[src/rtl/ysyx_24080014_ifu_prefetch_if.sv]
// Bundle between the instruction-fetch unit, the decode/redirect logic and
// the AXI4-Lite read channels of the instruction SRAM or crossbar.
//
// Signals:
//   redirect_valid/redirect_pc : flush the buffer and restart fetch.
//   out_valid/out_ready        : buffer head handed to decode.
//   out_inst/out_pc/out_err    : payload of the buffer head.
//   arvalid/arready/araddr     : AXI4-Lite AR channel.
//   rvalid/rready/rdata/rresp  : AXI4-Lite R channel.
//
// Handshake semantics, shared by out_*, ar* and r*: a transfer happens on a
// rising clk edge where valid and ready are both 1. A source never withdraws
// valid and never changes its payload while valid is high and ready is low.
// Ready may depend on valid.
//
// Modports: master = the fetch unit, slave = everything around it.
interface ysyx_24080014_ifu_prefetch_if #(
  parameter int XLEN = 32
);
  logic            redirect_valid;
  logic [XLEN-1:0] redirect_pc;
  logic            out_valid;
  logic            out_ready;
  logic [31:0]     out_inst;
  logic [XLEN-1:0] out_pc;
  logic            out_err;
  logic            arvalid;
  logic            arready;
  logic [XLEN-1:0] araddr;
  logic            rvalid;
  logic            rready;
  logic [31:0]     rdata;
  logic [1:0]      rresp;

  modport master (
    input  redirect_valid, redirect_pc, out_ready, arready, rvalid, rdata, rresp,
    output out_valid, out_inst, out_pc, out_err, arvalid, araddr, rready
  );

  modport slave (
    output redirect_valid, redirect_pc, out_ready, arready, rvalid, rdata, rresp,
    input  out_valid, out_inst, out_pc, out_err, arvalid, araddr, rready
  );
endinterface

[src/rtl/ysyx_24080014_ifu_prefetch.sv]
// Instruction-fetch unit with an AXI4-Lite read master and a DEPTH-entry
// prefetch buffer. Fetches sequentially from fetch_pc, one transaction in
// flight at a time, and queues {pc, inst, err} entries for decode. A redirect
// flushes the buffer and restarts fetch at the new PC. An error response
// halts fetching until the next redirect.
//
// Ports:
//   clk       : clock
//   rst       : synchronous, active-low reset
//   bus       : ysyx_24080014_ifu_prefetch_if.master (redirect, decode, AXI AR/R)
//   dbg_state : current FSM state (0 IDLE, 1 AR, 2 R)
module ysyx_24080014_ifu_prefetch #(
  parameter int              XLEN     = 32,
  parameter int              DEPTH    = 4,
  parameter logic [XLEN-1:0] RESET_PC = XLEN'(32'h8000_0000)
) (
  input  logic                                clk,
  input  logic                                rst,
  ysyx_24080014_ifu_prefetch_if.master        bus,
  output logic [1:0]                          dbg_state
);
  localparam int              PW      = $clog2(DEPTH);
  localparam int              CW      = PW + 1;
  localparam logic [CW-1:0]   DEPTH_C = CW'(DEPTH);

  typedef enum logic [1:0] {
    IDLE = 2'd0,
    AR   = 2'd1,
    R    = 2'd2
  } state_t;

  state_t          state;
  logic [XLEN-1:0] fetch_pc;
  logic [XLEN-1:0] araddr_q;
  logic            arvalid_q;
  logic            rready_q;
  logic            drop;
  logic            halt;
  logic [CW-1:0]   count;
  logic [PW-1:0]   rd_ptr;
  logic [PW-1:0]   wr_ptr;

  logic [XLEN-1:0] pc_mem   [DEPTH];
  logic [31:0]     inst_mem [DEPTH];
  logic [DEPTH-1:0] err_mem;

  logic r_fire;
  logic push;
  logic pop;

  assign r_fire = rready_q && bus.rvalid;
  // A redirect overrides both queue operations in the same cycle.
  assign push   = r_fire && !drop && !bus.redirect_valid;
  assign pop    = bus.out_valid && bus.out_ready && !bus.redirect_valid;

  assign bus.arvalid   = arvalid_q;
  assign bus.araddr    = araddr_q;
  assign bus.rready    = rready_q;
  assign bus.out_valid = (count != '0);
  assign bus.out_pc    = pc_mem[rd_ptr];
  assign bus.out_inst  = inst_mem[rd_ptr];
  // Gated so a stale or uninitialised slot never shows an error.
  assign bus.out_err   = bus.out_valid && err_mem[rd_ptr];
  assign dbg_state     = state;

  always_ff @(posedge clk) begin
    if (!rst) begin
      state     <= IDLE;
      fetch_pc  <= RESET_PC;
      araddr_q  <= RESET_PC;
      arvalid_q <= 1'b0;
      rready_q  <= 1'b0;
      drop      <= 1'b0;
      halt      <= 1'b0;
      count     <= '0;
      rd_ptr    <= '0;
      wr_ptr    <= '0;
    end else begin
      // The bus FSM keeps running through a redirect so an accepted or
      // pending transaction always completes on the AXI side.
      case (state)
        IDLE: begin
          // count is at most DEPTH-1 here, which is the slot reserved for
          // the transaction about to be issued.
          if (!bus.redirect_valid && !halt && count < DEPTH_C) begin
            araddr_q  <= fetch_pc;
            arvalid_q <= 1'b1;
            state     <= AR;
          end
        end
        AR: begin
          if (bus.arready) begin
            arvalid_q <= 1'b0;
            rready_q  <= 1'b1;
            state     <= R;
          end
        end
        R: begin
          if (bus.rvalid) begin
            rready_q <= 1'b0;
            state    <= IDLE;
          end
        end
        default: begin
          arvalid_q <= 1'b0;
          rready_q  <= 1'b0;
          state     <= IDLE;
        end
      endcase

      if (bus.redirect_valid) begin
        count    <= '0;
        rd_ptr   <= '0;
        wr_ptr   <= '0;
        fetch_pc <= bus.redirect_pc & ~XLEN'(3);
        halt     <= 1'b0;
        // The in-flight response belongs to the old stream. If it arrives
        // this very cycle it is simply not written; otherwise remember to
        // swallow it.
        if (state == AR || (state == R && !bus.rvalid)) begin
          drop <= 1'b1;
        end else if (state == R) begin
          drop <= 1'b0;
        end
      end else begin
        if (r_fire && drop) begin
          drop <= 1'b0;
        end
        if (push) begin
          pc_mem[wr_ptr]   <= araddr_q;
          inst_mem[wr_ptr] <= bus.rdata;
          err_mem[wr_ptr]  <= |bus.rresp;
          wr_ptr           <= wr_ptr + PW'(1);
          fetch_pc         <= fetch_pc + XLEN'(4);
          if (|bus.rresp) begin
            halt <= 1'b1;
          end
        end
        if (pop) begin
          rd_ptr <= rd_ptr + PW'(1);
        end
        case ({push, pop})
          2'b10:   count <= count + CW'(1);
          2'b01:   count <= count - CW'(1);
          default: count <= count;
        endcase
      end
    end
  end
endmodule

[src/flat_wrapper.sv]
// flat-port wrapper written by rule: the top's interface ports become plain ports
module ysyx_24080014_ifu_prefetch_flat 
#(
  parameter int              XLEN     = 32,
  parameter int              DEPTH    = 4,
  parameter logic [XLEN-1:0] RESET_PC = XLEN'(32'h8000_0000)
)
  (clk, rst, dbg_state, bus_redirect_valid, bus_redirect_pc, bus_out_ready, bus_arready, bus_rvalid, bus_rdata, bus_rresp, bus_out_valid, bus_out_inst, bus_out_pc, bus_out_err, bus_arvalid, bus_araddr, bus_rready);
  ysyx_24080014_ifu_prefetch_if #(.XLEN(XLEN)) bus_i ();
  input  logic clk;
  input  logic rst;
  output logic [1:0] dbg_state;
  input wire logic [$bits(bus_i.redirect_valid)-1:0] bus_redirect_valid;
  input wire logic [$bits(bus_i.redirect_pc)-1:0] bus_redirect_pc;
  input wire logic [$bits(bus_i.out_ready)-1:0] bus_out_ready;
  input wire logic [$bits(bus_i.arready)-1:0] bus_arready;
  input wire logic [$bits(bus_i.rvalid)-1:0] bus_rvalid;
  input wire logic [$bits(bus_i.rdata)-1:0] bus_rdata;
  input wire logic [$bits(bus_i.rresp)-1:0] bus_rresp;
  output wire logic [$bits(bus_i.out_valid)-1:0] bus_out_valid;
  output wire logic [$bits(bus_i.out_inst)-1:0] bus_out_inst;
  output wire logic [$bits(bus_i.out_pc)-1:0] bus_out_pc;
  output wire logic [$bits(bus_i.out_err)-1:0] bus_out_err;
  output wire logic [$bits(bus_i.arvalid)-1:0] bus_arvalid;
  output wire logic [$bits(bus_i.araddr)-1:0] bus_araddr;
  output wire logic [$bits(bus_i.rready)-1:0] bus_rready;
  assign bus_i.redirect_valid = bus_redirect_valid;
  assign bus_i.redirect_pc = bus_redirect_pc;
  assign bus_i.out_ready = bus_out_ready;
  assign bus_i.arready = bus_arready;
  assign bus_i.rvalid = bus_rvalid;
  assign bus_i.rdata = bus_rdata;
  assign bus_i.rresp = bus_rresp;
  assign bus_out_valid = bus_i.out_valid;
  assign bus_out_inst = bus_i.out_inst;
  assign bus_out_pc = bus_i.out_pc;
  assign bus_out_err = bus_i.out_err;
  assign bus_arvalid = bus_i.arvalid;
  assign bus_araddr = bus_i.araddr;
  assign bus_rready = bus_i.rready;
  ysyx_24080014_ifu_prefetch #(.XLEN(XLEN), .DEPTH(DEPTH), .RESET_PC(RESET_PC)) u_core (.clk(clk), .rst(rst), .bus(bus_i), .dbg_state(dbg_state));
endmodule
[config.mk]
export PLATFORM = sky130hd
export DESIGN_NAME = ysyx_24080014_ifu_prefetch_flat
export DESIGN_NICKNAME = d
export VERILOG_FILES = /design/src/rtl/ysyx_24080014_ifu_prefetch_if.sv /design/src/rtl/ysyx_24080014_ifu_prefetch.sv /design/src/flat_wrapper.sv
export SDC_FILE = /design/constraint.sdc
export NUM_CORES = 1
export LEC_CHECK = 0
export CAP_MARGIN = 25
export CELL_PAD_IN_SITES_DETAIL_PLACEMENT = 1
export CELL_PAD_IN_SITES_GLOBAL_PLACEMENT = 2
export CORE_MARGIN = 10
export CORE_UTILIZATION = 36
export DETAILED_ROUTE_END_ITERATION = 8
export GPL_TIMING_DRIVEN = 0
export MAX_ROUTING_LAYER = met4
export PLACE_DENSITY = 0.85
export SETUP_SLACK_MARGIN = 0.4
export SYNTH_ARGS = -nofsm -noshare
export SYNTH_HDL_FRONTEND = slang
export SYNTH_SLANG_ARGS = --single-unit
[constraint.sdc]
create_clock -name clk -period 2.8 [get_ports clk]
set_clock_uncertainty 0.1 [all_clocks]
set_input_delay 0.28 -clock clk [delete_from_list [all_inputs] [get_ports clk]]
set_output_delay 0.28 -clock clk [all_outputs]
set_load 0.02 [all_outputs]
==> results.ini <==
[min_path]
holdCritPathClass = in2reg

[pwr]
power_frac_comb_pct = 4.4
p_leak_uw = 0.00535
p_total_uw = 10700
swShare_pct = 20.6
peakVddDrop_mv = 0.521
power_density_mw_per_mm2 = 645
p_int_uw = 8480
clock_power_share_pct = 45.4
netSwitchingPower_uw = 2200
p_seq_share_pct = 50.2

[clocking]
ctsHtreeMaxLevel = 2
cts_tree = yes
cts.sinks = 327
clockBufferDepth = 3
clk_pin_slew_ns = 0.06
cts_root_buffer = clkbuf_16
numCtsBuffers = 36
insertion_delay_ns = 0.51
cts-hold-fix-buffers = 0

[synth]
synth-simple-area-share_pct = 8.16
syn_area_per_cell_um2 = 16.2
synth-main-ff-cell = edfxtp_1
yosysSeqAreaShare_pct = 70.9
synth_top_family_by_area = multiplexers
synth_compound_area_share_pct = 5.85
synth.top_cells.by_area = edfxtp_1, dfxtp_1, mux4_2
yosysUniqueCellTypes = 54
synth_edf_count = 252
yosysTopAreaCellShare_pct = 59.2
synth_cells = 789
synth_seq_cells = 327
synthMuxAreaShare_pct = 11.2
synth_xor_area_share_pct = 0.959
synth_top_area_cell = edfxtp_1
synthAdderAreaFrac_pct = 0.744
netlist_area_mm2 = 0.0128
ys_warn_count = 0
async_flop_share_pct = 0

[drt]
drc_errors = 0
wl_met2_um = 17000
viasPerCell = 5.17
num_vias = 7745
drt-initial-drc-count = 431
wl_met3_um = 1580
top_layer = met4
wl_met1_um = 15500
drt_pass1_iterations = 5
wl_per_cell_um = 23.1
routed_wl_um = 34700
ant_nets = 0

[place]
routabilityCongestion = 0.817
post-dp-hpwl_um = 23200
post-place-ws_ns = -0.315
placedCellCount = 1416
portBuffers = 165

[sta]
period_share_pct = 86.9
slew_headroom_pct = 57.5
rsz0062_at_grt = true
worst_pin_slew_ns = 0.638
whs_ns = 0.140
setup_slack_ns = 0.368
period_needed_ns = 2.43
setup_violations = 0
max_freq_mhz = 411
final-hold-violation-count = 0
finalMaxSlewViolations = 0

[worst_setup_path]
crit_fanout = 5
cp-start-kind = register
cp.required_ns = 2.42
crit_path_end_kind = output pin
arrival_ns = 2.05
path_class = reg2out
r2r_setup_slack_ns = 0.45

[die]
core_mm2 = 0.0348
dieArea_mm2 = 0.0434
dieWidth_um = 208
rows = 68
io_pins = 174
start_util_pct = 36.7
die_h_um = 208

[layout]
final_cells = 1499
final_common_cell = edfxtp_1
drive_above_1_share_pct = 23.1
synthToLayoutAreaGrowth_pct = 29.5
nNetsFinal = 1096
n_antenna_cell = 0
layout_common_cells = edfxtp_1, clkdlybuf4s50_1, nand2_1

[outcome]
run_status = finished clean

[grt]
grt_pass1_wl_um = 52200
antenna_found_initial = 0
first_global_vias = 8286
grt_util_all_layers_pct = 15.9
overflow = 0
grt_max_degree = 47

[run]
maxCapViolCount = 0

## sequential cells by signal, indices dropped and copies added, names as in the netlist, named ones only
name / count
u_core.fetch_pc: 30
u_core.halt: 1
u_core.bus.arvalid: 1
u_core.inst_mem: 128
u_core.bus.rready: 1
u_core.bus.araddr: 30
u_core.pc_mem: 120
u_core.rd_ptr: 2
u_core.wr_ptr: 2
u_core.count: 3
u_core.err_mem: 4
u_core.dbg_state: 2
u_core.drop: 1
## power groups by stage
stage,logic [uW],registers (uW),clock network [uW]
final,472,5360,4850
after floorplan,185,5460,0
after global routing,513,5370,5200
after global placement,458,5460,0
after detailed placement,472,5460,0
after CTS,475,5360,4990
## Yosys cell counts, drive strengths merged (3+ instances only)
master,n
nor2,19
mux4,63
o31ai,13
and4,8
nand2,84
xor2,3
nor3,7
a31oi,12
or4,15
buf,20
dfxtp,75
ha,6
o21ai,28
or3,5
nand4,10
and2,13
and3,3
xnor2,11
o211a,3
nand3,17
nand2b,8
clkbuf,32
inv,11
a21boi,32
edfxtp,252
a21oi,9
o21a,4
## worst paths after layout
path | startpoint | to | depth (start not counted)
worst max-delay path | register | bus_out_inst[31] | 4
worst min register to register | u_core.bus.arvalid | u_core.bus.arvalid | 2
worst min-delay path | rst | u_core.fetch_pc[28] | 4
worst max register to register | u_core.count[2] | u_core.count[2] | 8
## metal layers
metal | vias to the layer above | track usage, %
met1 | 3982 | 20.8
met4 | 0 | 3.79
met3 | 29 | 2.92
li1 | 3529 | -
met2 | 205 | 25.4
met5 | - | -
## through the flow
step                      cell area, um^2  util, %  TNS (ns)
after global routing                16600     47.6         0
after CTS                           16500     47.4         0
after floorplan                     12800        -         0
after global placement              15000     43.2   -262.67
after detailed placement            15100     43.5    -61.20
final                               16600     47.6         0
## repair_timing
item,in CTS,in global routing
buffers inserted,8,4
pin swaps,4,0
cloned,5,1
endpoints found under the setup margin,232,90
endpoints found under the hold margin,0,0
resized for setup,237,72
## cells by family (layout without fill, tap and decap cells)
logic type	after synthesis	in the layout
simple gates	201	204
fa+ha+maj	7	7
compound gates	111	111
mux	64	64
buf+inv	64	313
flops	327	327
other cells	1	4
xor+xnor	14	14
## worst max-delay path, cell delays in order (launching register included)
cell and delay [ns]:
dfxtp_4 0.40, clkbuf_16 0.18, buf_4 0.13, mux4_2 0.50, dlygate4sd2_1 0.34
## cell type report
| type | count | area [um^2] |
|---|---|---|
| Clock inverter | 17 | 221 |
| Timing Repair Buffer | 184 | 1770 |
| Tap cell | 455 | 569 |
| Inverter | 12 | 45.0 |
| Sequential cell | 327 | 9070 |
| Clock buffer | 48 | 1010 |
| Multi-Input combinational cell | 404 | 3500 |
| Buffer | 52 | 372 |
| Fill cell | 3424 | 18200 |
(Power assumes the default switching activity.)
